--- src/rtl/fetch_queue_pkg.sv ---
// Shared fetch-stage definitions: FSM state encoding, datapath width and
// word-alignment helpers, also used by the program counter and decode.
package fetch_queue_pkg;

  localparam int unsigned XLEN = 32;
  localparam logic [XLEN-1:0] WORD_ADDR_MASK = 32'hFFFF_FFFC;

  typedef enum logic [1:0] {
    IDLE    = 2'd0,
    WAIT    = 2'd1,
    DISCARD = 2'd2
  } fq_state_e;

  function automatic logic [XLEN-1:0] word_align(input logic [XLEN-1:0] addr);
    return addr & WORD_ADDR_MASK;
  endfunction

endpackage

--- src/rtl/fetch_fifo.sv ---
// Synchronous circular FIFO of {pc, instr} pairs with flush; the head entry
// is presented combinationally so decode sees it without added latency.
module fetch_fifo #(
  parameter int unsigned DEPTH = 2
) (
  input  logic                       clk_i,
  input  logic                       rst_n_i,
  input  logic                       flush_i,
  input  logic                       push_i,
  input  logic                       pop_i,
  input  logic [63:0]                wdata_i,
  output logic [63:0]                rdata_o,
  output logic [$clog2(DEPTH):0]     count_o
);

  localparam int unsigned AW = $clog2(DEPTH);
  localparam logic [AW:0] FULL_C = (AW+1)'(DEPTH);

  logic [63:0]   mem_q [DEPTH];
  logic [AW-1:0] rd_ptr_q;
  logic [AW-1:0] wr_ptr_q;
  logic [AW:0]   count_q;
  logic          do_push;
  logic          do_pop;

  assign do_pop  = pop_i && (count_q != '0);
  assign do_push = push_i && ((count_q != FULL_C) || do_pop);

  always_ff @(posedge clk_i or negedge rst_n_i) begin
    if (!rst_n_i) begin
      rd_ptr_q <= '0;
      wr_ptr_q <= '0;
      count_q  <= '0;
      for (int unsigned i = 0; i < DEPTH; i++) begin
        mem_q[i] <= '0;
      end
    end else if (flush_i) begin
      // Redirect wins over any push or pop in the same cycle.
      rd_ptr_q <= '0;
      wr_ptr_q <= '0;
      count_q  <= '0;
    end else begin
      if (do_push) begin
        mem_q[wr_ptr_q] <= wdata_i;
        wr_ptr_q        <= wr_ptr_q + AW'(1);
      end
      if (do_pop) begin
        rd_ptr_q <= rd_ptr_q + AW'(1);
      end
      case ({do_push, do_pop})
        2'b10:   count_q <= count_q + (AW+1)'(1);
        2'b01:   count_q <= count_q - (AW+1)'(1);
        default: count_q <= count_q;
      endcase
    end
  end

  assign rdata_o = mem_q[rd_ptr_q];
  assign count_o = count_q;

endmodule

--- src/rtl/fetch_queue.sv ---
// Instruction fetch stage: single-outstanding memory read FSM feeding a small
// {pc, instr} queue, and the enable for the program counter register.
module fetch_queue
  import fetch_queue_pkg::*;
#(
  parameter int unsigned DEPTH = 2
) (
  input  logic        CLK,
  input  logic        RESET_N,
  input  logic [31:0] PC,
  output logic        PC_EN,
  input  logic        FLUSH,
  output logic        IMEM_REQ,
  output logic [31:0] IMEM_ADDR,
  input  logic        IMEM_RDY,
  input  logic        IMEM_RVALID,
  input  logic [31:0] IMEM_RDATA,
  output logic        INSTR_VALID,
  output logic [31:0] INSTR,
  output logic [31:0] INSTR_PC,
  input  logic        INSTR_READY
);

  localparam int unsigned CW = $clog2(DEPTH) + 1;
  localparam logic [CW-1:0] DEPTH_C = CW'(DEPTH);

  fq_state_e     state_q;
  logic [31:0]   req_pc_q;
  logic [CW-1:0] count;
  logic [63:0]   head;
  logic          accept;
  logic          push;
  logic          pop;

  // Space is reserved at issue time, so a returning push never overflows.
  assign IMEM_REQ  = RESET_N && (state_q == IDLE) && !FLUSH && (count < DEPTH_C);
  assign accept    = IMEM_REQ && IMEM_RDY;
  assign PC_EN     = RESET_N && (FLUSH || accept);
  assign IMEM_ADDR = word_align(PC);

  assign push = (state_q == WAIT) && IMEM_RVALID && !FLUSH;
  assign pop  = INSTR_VALID && INSTR_READY;

  always_ff @(posedge CLK or negedge RESET_N) begin
    if (!RESET_N) begin
      state_q  <= IDLE;
      req_pc_q <= '0;
    end else begin
      case (state_q)
        IDLE: begin
          if (accept) begin
            state_q  <= WAIT;
            req_pc_q <= PC;
          end
        end
        WAIT: begin
          if (IMEM_RVALID) begin
            state_q <= IDLE;
          end else if (FLUSH) begin
            state_q <= DISCARD;
          end
        end
        DISCARD: begin
          if (IMEM_RVALID) begin
            state_q <= IDLE;
          end
        end
        default: state_q <= IDLE;
      endcase
    end
  end

  fetch_fifo #(
    .DEPTH(DEPTH)
  ) u_fifo (
    .clk_i   (CLK),
    .rst_n_i (RESET_N),
    .flush_i (FLUSH),
    .push_i  (push),
    .pop_i   (pop),
    .wdata_i ({req_pc_q, IMEM_RDATA}),
    .rdata_o (head),
    .count_o (count)
  );

  assign INSTR_VALID = (count != '0);
  assign INSTR       = head[31:0];
  assign INSTR_PC    = head[63:32];

endmodule

--- config.mk ---
export PLATFORM = sky130hd
export DESIGN_NAME = fetch_queue
export DESIGN_NICKNAME = d
export VERILOG_FILES = /design/src/rtl/fetch_queue_pkg.sv /design/src/rtl/fetch_fifo.sv /design/src/rtl/fetch_queue.sv
export SDC_FILE = /design/constraint.sdc
export NUM_CORES = 1
export LEC_CHECK = 0
export BUFFER_PORTS_ARGS = -buffer_cell sky130_fd_sc_hd__buf_4
export CORE_ASPECT_RATIO = 1.75
export CORE_MARGIN = 3
export CORE_UTILIZATION = 55
export CTS_CLUSTER_SIZE = 10
export DETAILED_ROUTE_END_ITERATION = 6
export PLACE_DENSITY = 0.81
export SLEW_MARGIN = 40
export SYNTH_ARGS = -nofsm -noshare
export SYNTH_HDL_FRONTEND = slang
export SYNTH_SLANG_ARGS = --single-unit
--- constraint.sdc ---
create_clock -name CLK -period 2.8 [get_ports CLK]
set_input_delay 0.28 -clock CLK [delete_from_list [all_inputs] [get_ports CLK]]
set_output_delay 0.28 -clock CLK [all_outputs]
set_load 0.005 [all_outputs]
# ---- Yosys cells after proc, flatten, opt, wreduce, memory -nomap -nowiden
# Cells that the tools add are included.
dict set report classes {
  bitwise 3
  n_reduce_logical 22
  add_sub_neg 4
  mux 17
  order_cmp 4
  n_eq_ne 8
}
# op count
set op_table {}
lappend op_table {{64-bit 2-to-1 mux} 4}
lappend op_table {{128-bit bitwise mux} 1}
lappend op_table {{64-bit demux with 1-bit select} 1}
lappend op_table {{1-bit logical AND} 11}
lappend op_table {{2-bit 2-to-1 mux} 5}
lappend op_table {{2-bit != test, second input constant} 3}
lappend op_table {{2-bit one-hot mux with 3 select lines} 1}
lappend op_table {{2-bit nonzero test} 3}
lappend op_table {{2-bit by 1-bit equality test with 1-bit output, second input constant} 2}
lappend op_table {{2-bit equality test, second input constant} 2}
lappend op_table {{2-bit >= comparator, second input constant} 2}
lappend op_table {{1-bit 2-to-1 mux} 4}
lappend op_table {{1-bit inverter with 2-bit output} 2}
lappend op_table {{2-bit one-hot mux with 2 select lines} 1}
lappend op_table {{2-bit AND reduction} 2}
lappend op_table {{3-bit != test, second input constant} 1}
lappend op_table {{3-bit AND reduction} 1}
lappend op_table {{3-bit nonzero test} 1}
lappend op_table {{1-bit adder, second input constant} 2}
lappend op_table {{2-bit by 1-bit adder with 2-bit output, second input constant} 1}
lappend op_table {{2-bit logical NOT} 1}
lappend op_table {{1-bit logical OR} 2}
lappend op_table {{2-bit by 1-bit < comparator with 1-bit output, second input constant} 1}
lappend op_table {{2-bit < comparator, second input constant} 1}
lappend op_table {{3 further kinds} 3}
dict set report totals {
  wordCells 65
  in_bits 70
  reg_bits 166
}

# ---- Logic depth before layout (Yosys ltp)
# Gate-level depths: netlist of run 1.
dict set report depth {
  ltp_word 8
  mapped_depth 7
}

# ---- By module
# A second synthesis of run 1 with hierarchy kept.
dict set report unflattened {
  hier_cells 481
  hier_area_um2 7604.8
}
# mod cells_per_inst area_per_inst_um2 instances seq_area_each_um2
set modules_own_cells {}
lappend modules_own_cells {fetch_fifo 365 5913.2 1 3303.2}
lappend modules_own_cells {fetch_queue 116 1691.6 1 850.8}

# ---- Worst setup path after synthesis of run 1
# No wires, ideal clock.
dict set report synth_timing {
  path_kind {input port to flip-flop}
  startpoint {input port FLUSH}
  endpoint {register u_fifo.mem_q[100] (netlist name)}
  arrival_ns 1.593
  setup_ns 0.125
  slack_ns 1.082
  t_required_ns 2.675
  cell_stages 7
  path_buffers 4
  path_cell_list {buf_2 and4bb_1 buf_2 and3b_1 buf_6 buf_6 mux2_4}
}
dict set report synth_via {
  elab_chain_cells 4
}
# element line
set synth_rtl {}
lappend synth_rtl {{start: declaration} fetch_queue.sv:12} ;# input logic FLUSH,
lappend synth_rtl {{1-bit logical NOT} fetch_queue.sv:41} ;# assign push = (state_q == WAIT) && IMEM_RVALID && !FLUSH;
lappend synth_rtl {{1-bit logical AND} fetch_queue.sv:41}
lappend synth_rtl {{1-bit logical AND} fetch_fifo.sv:27} ;# assign do_push = push_i && ((count_q != FULL_C) || do_pop);
lappend synth_rtl {{2-bit AND reduction (no source line) (*)} --}
lappend synth_rtl {{end signal: indexed assignment} fetch_fifo.sv:44} ;# mem_q[wr_ptr_q] <= wdata_i;
lappend synth_rtl {{end: declaration} fetch_fifo.sv:19} ;# logic [63:0] mem_q [DEPTH];
# Every way passes the cells marked *; elsewhere a longest branch is shown, timed or not.
# A chain may end at the register's enable or synchronous reset.

# ---- Worst setup path in the final report of run 1
dict set report layout_timing {
  startpoint {register state_q[1]}
  endpoint {output port PC_EN}
}
dict set report layout_via {
  elab_chain_cells 7
}
# element line
set layout_rtl {}
lappend layout_rtl {{start: declaration} fetch_queue.sv:27} ;# fq_state_e state_q;
lappend layout_rtl {{start signal: assignment} fetch_queue.sv:46} ;# state_q <= IDLE;
lappend layout_rtl {{start signal: assignment} fetch_queue.sv:52} ;# state_q <= WAIT;
lappend layout_rtl {{start signal: assignment} fetch_queue.sv:58} ;# state_q <= IDLE;
lappend layout_rtl {{2-bit logical NOT} fetch_queue.sv:36} ;# assign IMEM_REQ = RESET_N && (state_q == IDLE) && !FLUSH && (count < DEPTH_C);
lappend layout_rtl {{1-bit logical AND (3 in a row)} fetch_queue.sv:36}
lappend layout_rtl {{1-bit logical AND} fetch_queue.sv:37} ;# assign accept = IMEM_REQ && IMEM_RDY;
lappend layout_rtl {{1-bit logical OR} fetch_queue.sv:38} ;# assign PC_EN = RESET_N && (FLUSH || accept);
lappend layout_rtl {{1-bit logical AND} fetch_queue.sv:38}
lappend layout_rtl {{end: declaration} fetch_queue.sv:11} ;# output logic PC_EN,
# No other way between the ends.

==> results of run 1 <==
[cell type report]
cell class	instances	area (um2)	share of cell area
clock inverters	13	170	0.0184
flip-flops and latches	166	4160	0.449
clock buffers	18	439	0.0475
well taps	171	214	0.0231
repair buffers	176	1350	0.146
multi-input cells	256	2930	0.316
[cell usage in the layout (no fill, tap or decap), types with 2 or more instances in the layout]
| master | netlist | final |
|---|---|---|
| a21oi_1 | 3 | 3 |
| and3_1 | 2 | 2 |
| buf_4 | 32 | 171 |
| buf_6 | 6 | 2 |
| bufinv_16 | 0 | 3 |
| clkbuf_16 | 0 | 17 |
| clkbuf_8 | 0 | 2 |
| clkinv_2 | 0 | 2 |
| clkinv_4 | 0 | 2 |
| clkinvlp_4 | 0 | 2 |
| conb_1 | 1 | 2 |
| dfrtp_1 | 166 | 165 |
| inv_6 | 0 | 3 |
| mux2_1 | 7 | 7 |
| mux2_2 | 168 | 168 |
| mux2_4 | 49 | 49 |
| nand2b_1 | 3 | 3 |
| nor2_1 | 2 | 2 |
| nor4_1 | 2 | 2 |
| or2_2 | 2 | 2 |
[per-layer routing]
metal	track usage	routed length, um	part of all wire
met5	0	0	0
met1	0.236	5780	0.39
met4	0.0690	321	0.022
met2	0.366	8040	0.54
met3	0.0481	752	0.051
[critical path: cells and delay by family (launching register included)]
family | cells | cell delay [ps]
AND/OR/NAND/NOR | 2 | 550
buffers and inverters | 2 | 500
flip-flops | 1 | 410
AO/OA/AOI/OAI | 1 | 170
[where the power goes]
group / internal [mW] / switching [mW]
clock network: 1.44 / 0.950
registers: 2.92 / 0.308
logic: 1.28 / 0.567
[cells by family (layout without fill, tap and decap cells)]
group | count (synthesis) | count (layout)
multiplexers | 224 | 224
flip-flops | 166 | 166
AO/OA/AOI/OAI | 6 | 6
AND/OR/NAND/NOR | 23 | 23
other | 1 | 2
buffers and inverters | 58 | 207
XOR/XNOR | 1 | 1
[registers in the layout, summed over array words and instances, names as in the netlist]
name and flops:
u_fifo.rd_ptr_q 1, u_fifo.mem_q 128, state_q 2, u_fifo.wr_ptr_q 1, u_fifo.count_o 2, req_pc_q 32
[timing repair]
action,4_1_cts,5_1_grt
buffers inserted,0,0
hold buffers,1,0
endpoints found under the hold margin,13,0
[worst paths after layout]
kind                                     to  slack [ps]  cells past startpoint
max reg2reg                u_fifo.mem_q[64]         650                      4
max                                   PC_EN         480                      5
min reg2reg                 u_fifo.mem_q[1]         490                      1
min in group asynchronous  u_fifo.mem_q[56]         280                      2
min                              state_q[1]          40                      2
max in group asynchronous  u_fifo.mem_q[28]        1590                      3
[per-stage QoR]
step / total power [mW] / setup slack [ps]
final: 7.46 / 480
after global routing: 7.83 / 355
after CTS: 7.55 / 444
after detailed placement: 5.12 / 655
after global placement: 5.03 / 721
after floorplan: 4.22 / 1080
==> reports/qor.txt, run 1 <==
Synth area leader: dfrtp_1
Slowest CP cell: dfrtp_1
Post-synth ARST share: 1.00
Core area: 13100 um2
Synthesized-area fraction occupied by adder cells: 0
Crit-path max cell delay: 410 ps
Util after Layout: 0.708
Min Tclk post-route: 2320 ps
Critical Path Source Type: flop
I/O Buffers: 166
Placed Area: 8630 um2
CP Launch Point: state_q[1]
Top cell type's share of synthesized area: 0.556
Max IR drop VDD: 0.000489 V
Die width: 94.1 um
Layout cell share with drive strength beyond 1: 0.680
Slew Limit Headroom: 0.555
Synthesized flop and latch total: 166
XOR/XNOR share of the synthesized area: 0.00117
Vias in the first global route: 4955
Worst path arrival time: 2040 ps
Drt total wl: 14.9 mm
Synth Area in Simple Gates: 0.0210
CTS buffer count: 17
Drc violations: 0
Count leader, synth: mux2_2
Largest net degree at the start of global routing: 88
Worst clock skew: 9.27 ps
Max Fclk: 0.431 GHz
Clk Latency, worst-skew pair: 410 ps
Initial antenna violation count: 0
Diode count: 0
EDFF count, synth: 0
Mux contribution to synthesized area: 0.363
Outcome: finished clean
Post-synthesis sequential area ratio: 0.556
RR Startpoint: state_q[1]
Post-CTS sizing: 0
Hold slack: 42.4 ps
Worst Hold Launch: IMEM_RVALID
Antenna violation net count after detailed routing: 0
Drt first-iter violations: 77
TNS Setup: 0 ps
Nets: 687
Synth top cells by count: mux2_2, dfrtp_1, mux2_4
Leakage: 4.54 nW
Starting Density: 0.571
Tightest Pin Transition: 667 ps
CTS tree: built
Final Max Slew Viols: 0
Ys flop type: dfrtp_1
Avg Cell Area, Syn: 15.6 um2
Critical path cell sequence: nor4_1 > and3_1 > buf_4 > o21a_1 > buf_4
Synth cell types: 30
H-tree levels: 4
GRT Total Usage: 0.205
Filler cells: 889
Routed len/inst: 18.6 um
DP HPWL: 9.90 mm
Total gr overflow: 0
Final std cell area, no fill: 9260 um2
Via count: 4307
Mapped Area: 7460 um2
Placer Congestion: 0.793
CTS root buf: clkbuf_16
Dominant cells by area after synthesis: dfrtp_1, mux2_2, mux2_4
Compound-Gate Fraction of Synth Area: 0.00486
Largest family of logic cells by synthesized area: multiplexers
Syn-to-layout area delta: 24.0%
CTS Buffer Depth: 2
Post-synthesis cell count: 479
Crit Path Max Fanout: 34
Vias per inst: 5.38
Synth Warn #: 0
Placed Cells: 768
Max Cap Viol: 0
TritonCTS Sinks: 166
Die Footprint: 15100 um2
Crit end category: output port
Critical path's most frequent cell: buf_4
DIE HEIGHT: 160 um
Req. time, crit path: 2520 ps
I/O pin count: 169
Final period util: 0.828
DRT Pass-1 Iters: 4
Worst-path clk slew: 60 ps
Crit Path Category: flop to output port
Pwr dens: 806 nW/um2
Final Non-Filler Cells: 800
First-pass GRT wire length: 24.2 mm
Row cnt: 55
Setup repair after global routing missed its margin: false
Final setup violation count: 0
Worst Hold Class: input pin to flop
Final hold viol count: 0
Power figures use the tool's default switching activity.
==> run 2, diff against run 1 <==
Settings changed: CORE_UTILIZATION 55 to 49, PLACE_DENSITY 0.81 to 0.76.
Clock period 2.8 ns to 2.05 ns, I/O delays scaled along.
==> run 2 against run 1 <==
Non-clock buffer count increased by 10. Critical path depth decreased by 2. Critical path type unchanged. Via count up 0.12%. Highest routed layer unchanged. Setup slack got worse by 320 ps. Sequential power is 36% higher.
==> reports/qor.txt, run 2 (synthesis gave the netlist of run 1 again) <==
Biggest regs: u_fifo.mem_q (128), req_pc_q (32)
Most frequent cells in the layout: buf_4, mux2_2, dfrtp_1, mux2_4, clkbuf_16
Leakage: 4.63 nW
Routed len/inst: 18.8 um
CTS root buf: clkbuf_16
I/O pin count: 169
DRT Pass-1 Iters: 4
Worst path arrival time: 1690 ps
Core area: 14900 um2
Max Cap Viol: 0
Initial antenna violation count: 0
Wl on met1: 5.98 mm
Drt total wl: 15.4 mm
TNS Setup: 0 ps
Filler cells: 1136
Final Non-Filler Cells: 822
Row cnt: 59
Highest Signal Layer: met4
Final std cell area, no fill: 9480 um2
Pwr dens: 1070 nW/um2
Met3 wire length: 569 um
Final Max Slew Viols: 0
Crit Path Category: flop to output port
Max Fclk: 0.528 GHz
Final setup margin: 155 ps
Crit end category: output port
Final period util: 0.924
Antenna violation net count after detailed routing: 0
Drc violations: 0
Hold slack: 24.2 ps
Vias in the first global route: 4805
Detail Route met2 WL: 8.61 mm
DIE HEIGHT: 169 um
Worst-path clk slew: 60 ps
Starting Density: 0.501
R2R setup slack: 180 ps
Max IR drop VDD: 0.000523 V
Placed Cells: 784
DP HPWL: 10.0 mm
Die Footprint: 16800 um2
Crit Path Max Fanout: 22
Worst clock skew: 10.2 ps
H-tree levels: 4
Total gr overflow: 0
CTS tree: built
Pre-CTS setup slack: 220 ps
GRT Total Usage: 0.185
Commonest non-fill, non-tap cell in the layout: buf_4
Final hold viol count: 0
Setup repair after global routing missed its margin: false
Worst Hold Class: input pin to flop
Layout cell share with drive strength beyond 1: 0.685
Diode count: 0
Final setup violation count: 0
I/O Buffers: 166
Die width: 99.3 um
CTS Buffer Depth: 2
Min Tclk post-route: 1890 ps
Placed Area: 8770 um2
Placer Congestion: 0.783
TritonCTS Sinks: 166
Req. time, crit path: 1850 ps
Clk Latency, worst-skew pair: 410 ps
Drt first-iter violations: 71
Vias per inst: 5.25
Critical Path Source Type: flop
Via count: 4312
CTS buffer count: 17
Syn-to-layout area delta: 27.1%
Nets: 697
Outcome: finished clean
Largest net degree at the start of global routing: 167
First-pass GRT wire length: 24.3 mm
Max reg flops: 128
Top reg by flops: u_fifo.mem_q
## run 2: metrics by stage
| step | utilization | power (mW) |
|---|---|---|
| 2_1_floorplan | - | 5.76 |
| 3_3_place_gp | 0.588 | 6.89 |
| 3_5_place_dp | 0.588 | 7.02 |
| 4_1_cts | 0.632 | 10.3 |
| 5_1_grt | 0.636 | 10.7 |
| 6_report | 0.636 | 10.1 |
## run 2: metal layers
layer  global-route usage  vias up
met5                    0        -
met4               0.0678        0
met3               0.0374       20
met2                0.337      101
met1                0.213     2237
li1                     -     1954
## run 2: area by class of cell
cell class / count / area [um2] / area share
Tap cell: 183 / 229 / 0.0241
Timing Repair Buffer: 186 / 1570 / 0.165
Multi-Input combinational cell: 256 / 2950 / 0.311
Clock inverter: 12 / 144 / 0.0152
Sequential cell: 166 / 4160 / 0.438
Clock buffer: 19 / 443 / 0.0467
## run 2: repair_timing
| action | CTS | global route |
|---|---|---|
| resized for setup | 2 | 3 |
| pin swaps | 1 | 1 |
| gates cloned | 1 | 0 |
| endpoints found under the hold margin | 2 | 74 |
| hold buffers | 2 | 1 |
| setup buffers | 1 | 1 |
| endpoints found under the setup margin | 1 | 1 |
## run 2: power by group
group | leakage [nW] | internal [mW] | switching (mW)
logic | 2.21 | 1.78 | 0.789
clock network | 0.276 | 1.84 | 1.34
registers | 2.14 | 3.98 | 0.408
total | 4.63 | 7.61 | 2.54
## run 2: worst paths after layout
check                                   from                 to  cells after the start
setup reg to reg           u_fifo.count_o[1]  u_fifo.mem_q[109]                      4
max in group asynchronous            RESET_N  u_fifo.mem_q[126]                      4
setup / recovery             u_fifo.rd_ptr_q        INSTR_PC[3]                      3
hold / removal                IMEM_RDATA[17]   u_fifo.mem_q[17]                      2
min in group asynchronous            RESET_N       req_pc_q[17]                      3
hold reg to reg             u_fifo.mem_q[63]   u_fifo.mem_q[63]                      1
## run 2: critical path: stages, from the launching register on
cell	delay (ps)
dfrtp_2	390
buf_4	320
mux2_2	420
buf_4	140
==> run 3, diff against run 2 <==
==> constraint.sdc (replaced) <==
create_clock -name CLK -period 2.05 [get_ports CLK]
set_input_delay 0.41 -clock CLK [delete_from_list [all_inputs] [get_ports CLK]]
set_output_delay 0.41 -clock CLK [all_outputs]
set_load 0.005 [all_outputs]
==> run 3 against run 2 <==
Via count is 0.23% lower. Setup slack worse by 120 ps. Routed wire length is 4.8% lower. Worst hold slack better by 4.9 ps. Clock-buffer cell count stayed put. Clock power is 2% lower. Register-to-register slack hardly changed. Power is 0.85% lower. Sequential power hardly changed. Critical endpoint is now INSTR_PC[0].
==> reports/qor.txt, run 3 (synthesis gave the netlist of run 1 again) <==
Largest net degree at the start of global routing: 108
Max IR drop VDD: 0.000568 V
Via count: 4302
Setup repair after global routing missed its margin: true
Final Non-Filler Cells: 817
DIE HEIGHT: 169 um
Syn-to-layout area delta: 25.3%
Drt first-iter violations: 116
Layout cell share with drive strength beyond 1: 0.685
DP HPWL: 10.1 mm
Worst Hold Class: input pin to async pin
Most frequent cells in the layout: buf_4, mux2_2, dfrtp_1, mux2_4, clkbuf_16
TritonCTS Sinks: 166
Worst clock skew: 11.2 ps
Pwr dens: 1080 nW/um2
Vias per inst: 5.27
CTS tree: built
Initial antenna violation count: 0
GRT Total Usage: 0.180
Drc violations: 0
Slowest CP cell: dfrtp_2
Antenna violation net count after detailed routing: 0
Drt total wl: 14.7 mm
I/O pin count: 169
TNS Setup: 0 ps
Critical path cell sequence: buf_12 > mux2_2 > buf_4
Req. time, crit path: 1640 ps
Row cnt: 59
Worst path arrival time: 1600 ps
Placer Congestion: 0.762
Crit path max-delay family: flip-flops
Slew Limit Headroom: 0.506
Final period util: 0.982
Final Max Slew Viols: 0
Leakage: 4.58 nW
Diode count: 0
Outcome: finished clean
Crit Path Category: flop to output port
Clk Latency, worst-skew pair: 420 ps
Core area: 14900 um2
Final hold viol count: 0
Vias in the first global route: 4788
First-pass GRT wire length: 23.7 mm
Top reg by flops: u_fifo.mem_q
Die Footprint: 16800 um2
Biggest regs: u_fifo.mem_q (128), req_pc_q (32)
Routed len/inst: 18.0 um
Crit end category: output port
DRT Pass-1 Iters: 4
Crit-path max cell delay: 410 ps
Worst Path Buf+Inv: 2
CTS buffer count: 17
R2R setup slack: 180 ps
Max reg flops: 128
Placed Cells: 782
Min Tclk post-route: 2010 ps
Crit Path Max Fanout: 36
Max Fclk: 0.497 GHz
CTS Buffer Depth: 2
Max Cap Viol: 0
Util after Layout: 0.627
Worst-path clk slew: 70 ps
Die width: 99.3 um
Final setup violation count: 0
Tightest Pin Transition: 741 ps
Commonest non-fill, non-tap cell in the layout: buf_4
I/O Buffers: 166
H-tree levels: 4
CTS root buf: clkbuf_16
Nets: 691
Starting Density: 0.501
Total gr overflow: 0
Critical Path Source Type: flop
run 3: changes by cell type in the layout (fill, tap and decap cells not counted), moves of 2 or more:
cell,previous run,this run
dlygate4sd3_1,3,0
inv_6,2,5
clkinvlp_4,4,2
clkinv_4,1,3
run 3: worst paths after layout:
kind / start / endpoint / depth (start not counted)
setup / recovery: u_fifo.rd_ptr_q / INSTR_PC[0] / 3
setup reg to reg: state_q[1] / req_pc_q[1] / 6
max in group asynchronous: RESET_N / u_fifo.rd_ptr_q / 2
hold reg to reg: u_fifo.mem_q[1] / u_fifo.mem_q[1] / 1
hold / removal: RESET_N / req_pc_q[17] / 2
min in group CLK: IMEM_RVALID / state_q[1] / 2
run 3: routing by layer:
layer / share of wire / global-route usage / up-vias
met5: 0 / 0 / -
met4: 0.012 / 0.0606 / 0
met3: 0.040 / 0.0354 / 15
met2: 0.57 / 0.342 / 96
met1: 0.38 / 0.195 / 2242
li1: - / - / 1949
run 3: timing repair:
action	4_1_cts	5_1_grt
resized for setup	0	1
endpoints found under the setup margin	1	3
pin swaps	1	2
hold buffers	0	0
setup buffers	1	2
run 3: area by class of cell:
type | instances | area (um2)
clock inverter | 13 | 138
sequential | 166 | 4160
tap | 183 | 229
multi-input combinational | 256 | 2930
timing repair buffer | 180 | 1460
clock buffer | 19 | 443
fill | 1125 | 5560
run 3: stage by stage:
step | worst slack (ps) | total power [mW] | area (um2) | hold WS, ps
5_1_grt | -20.6 | 10.6 | 9350 | 86.2
3_3_place_gp | 144 | 6.90 | 8740 | 468
4_1_cts | 6.54 | 10.2 | 9330 | 59.5
6_report | 36.6 | 10.1 | 9350 | 29.2
3_5_place_dp | 110 | 7.02 | 8740 | 479
2_1_floorplan | 148 | 5.76 | 7470 | 114
run 3: where the power goes:
part	switching (mW)	total [mW]	internal [mW]
registers	0.416	4.40	3.98
logic	0.762	2.52	1.76
clock network	1.39	3.14	1.75
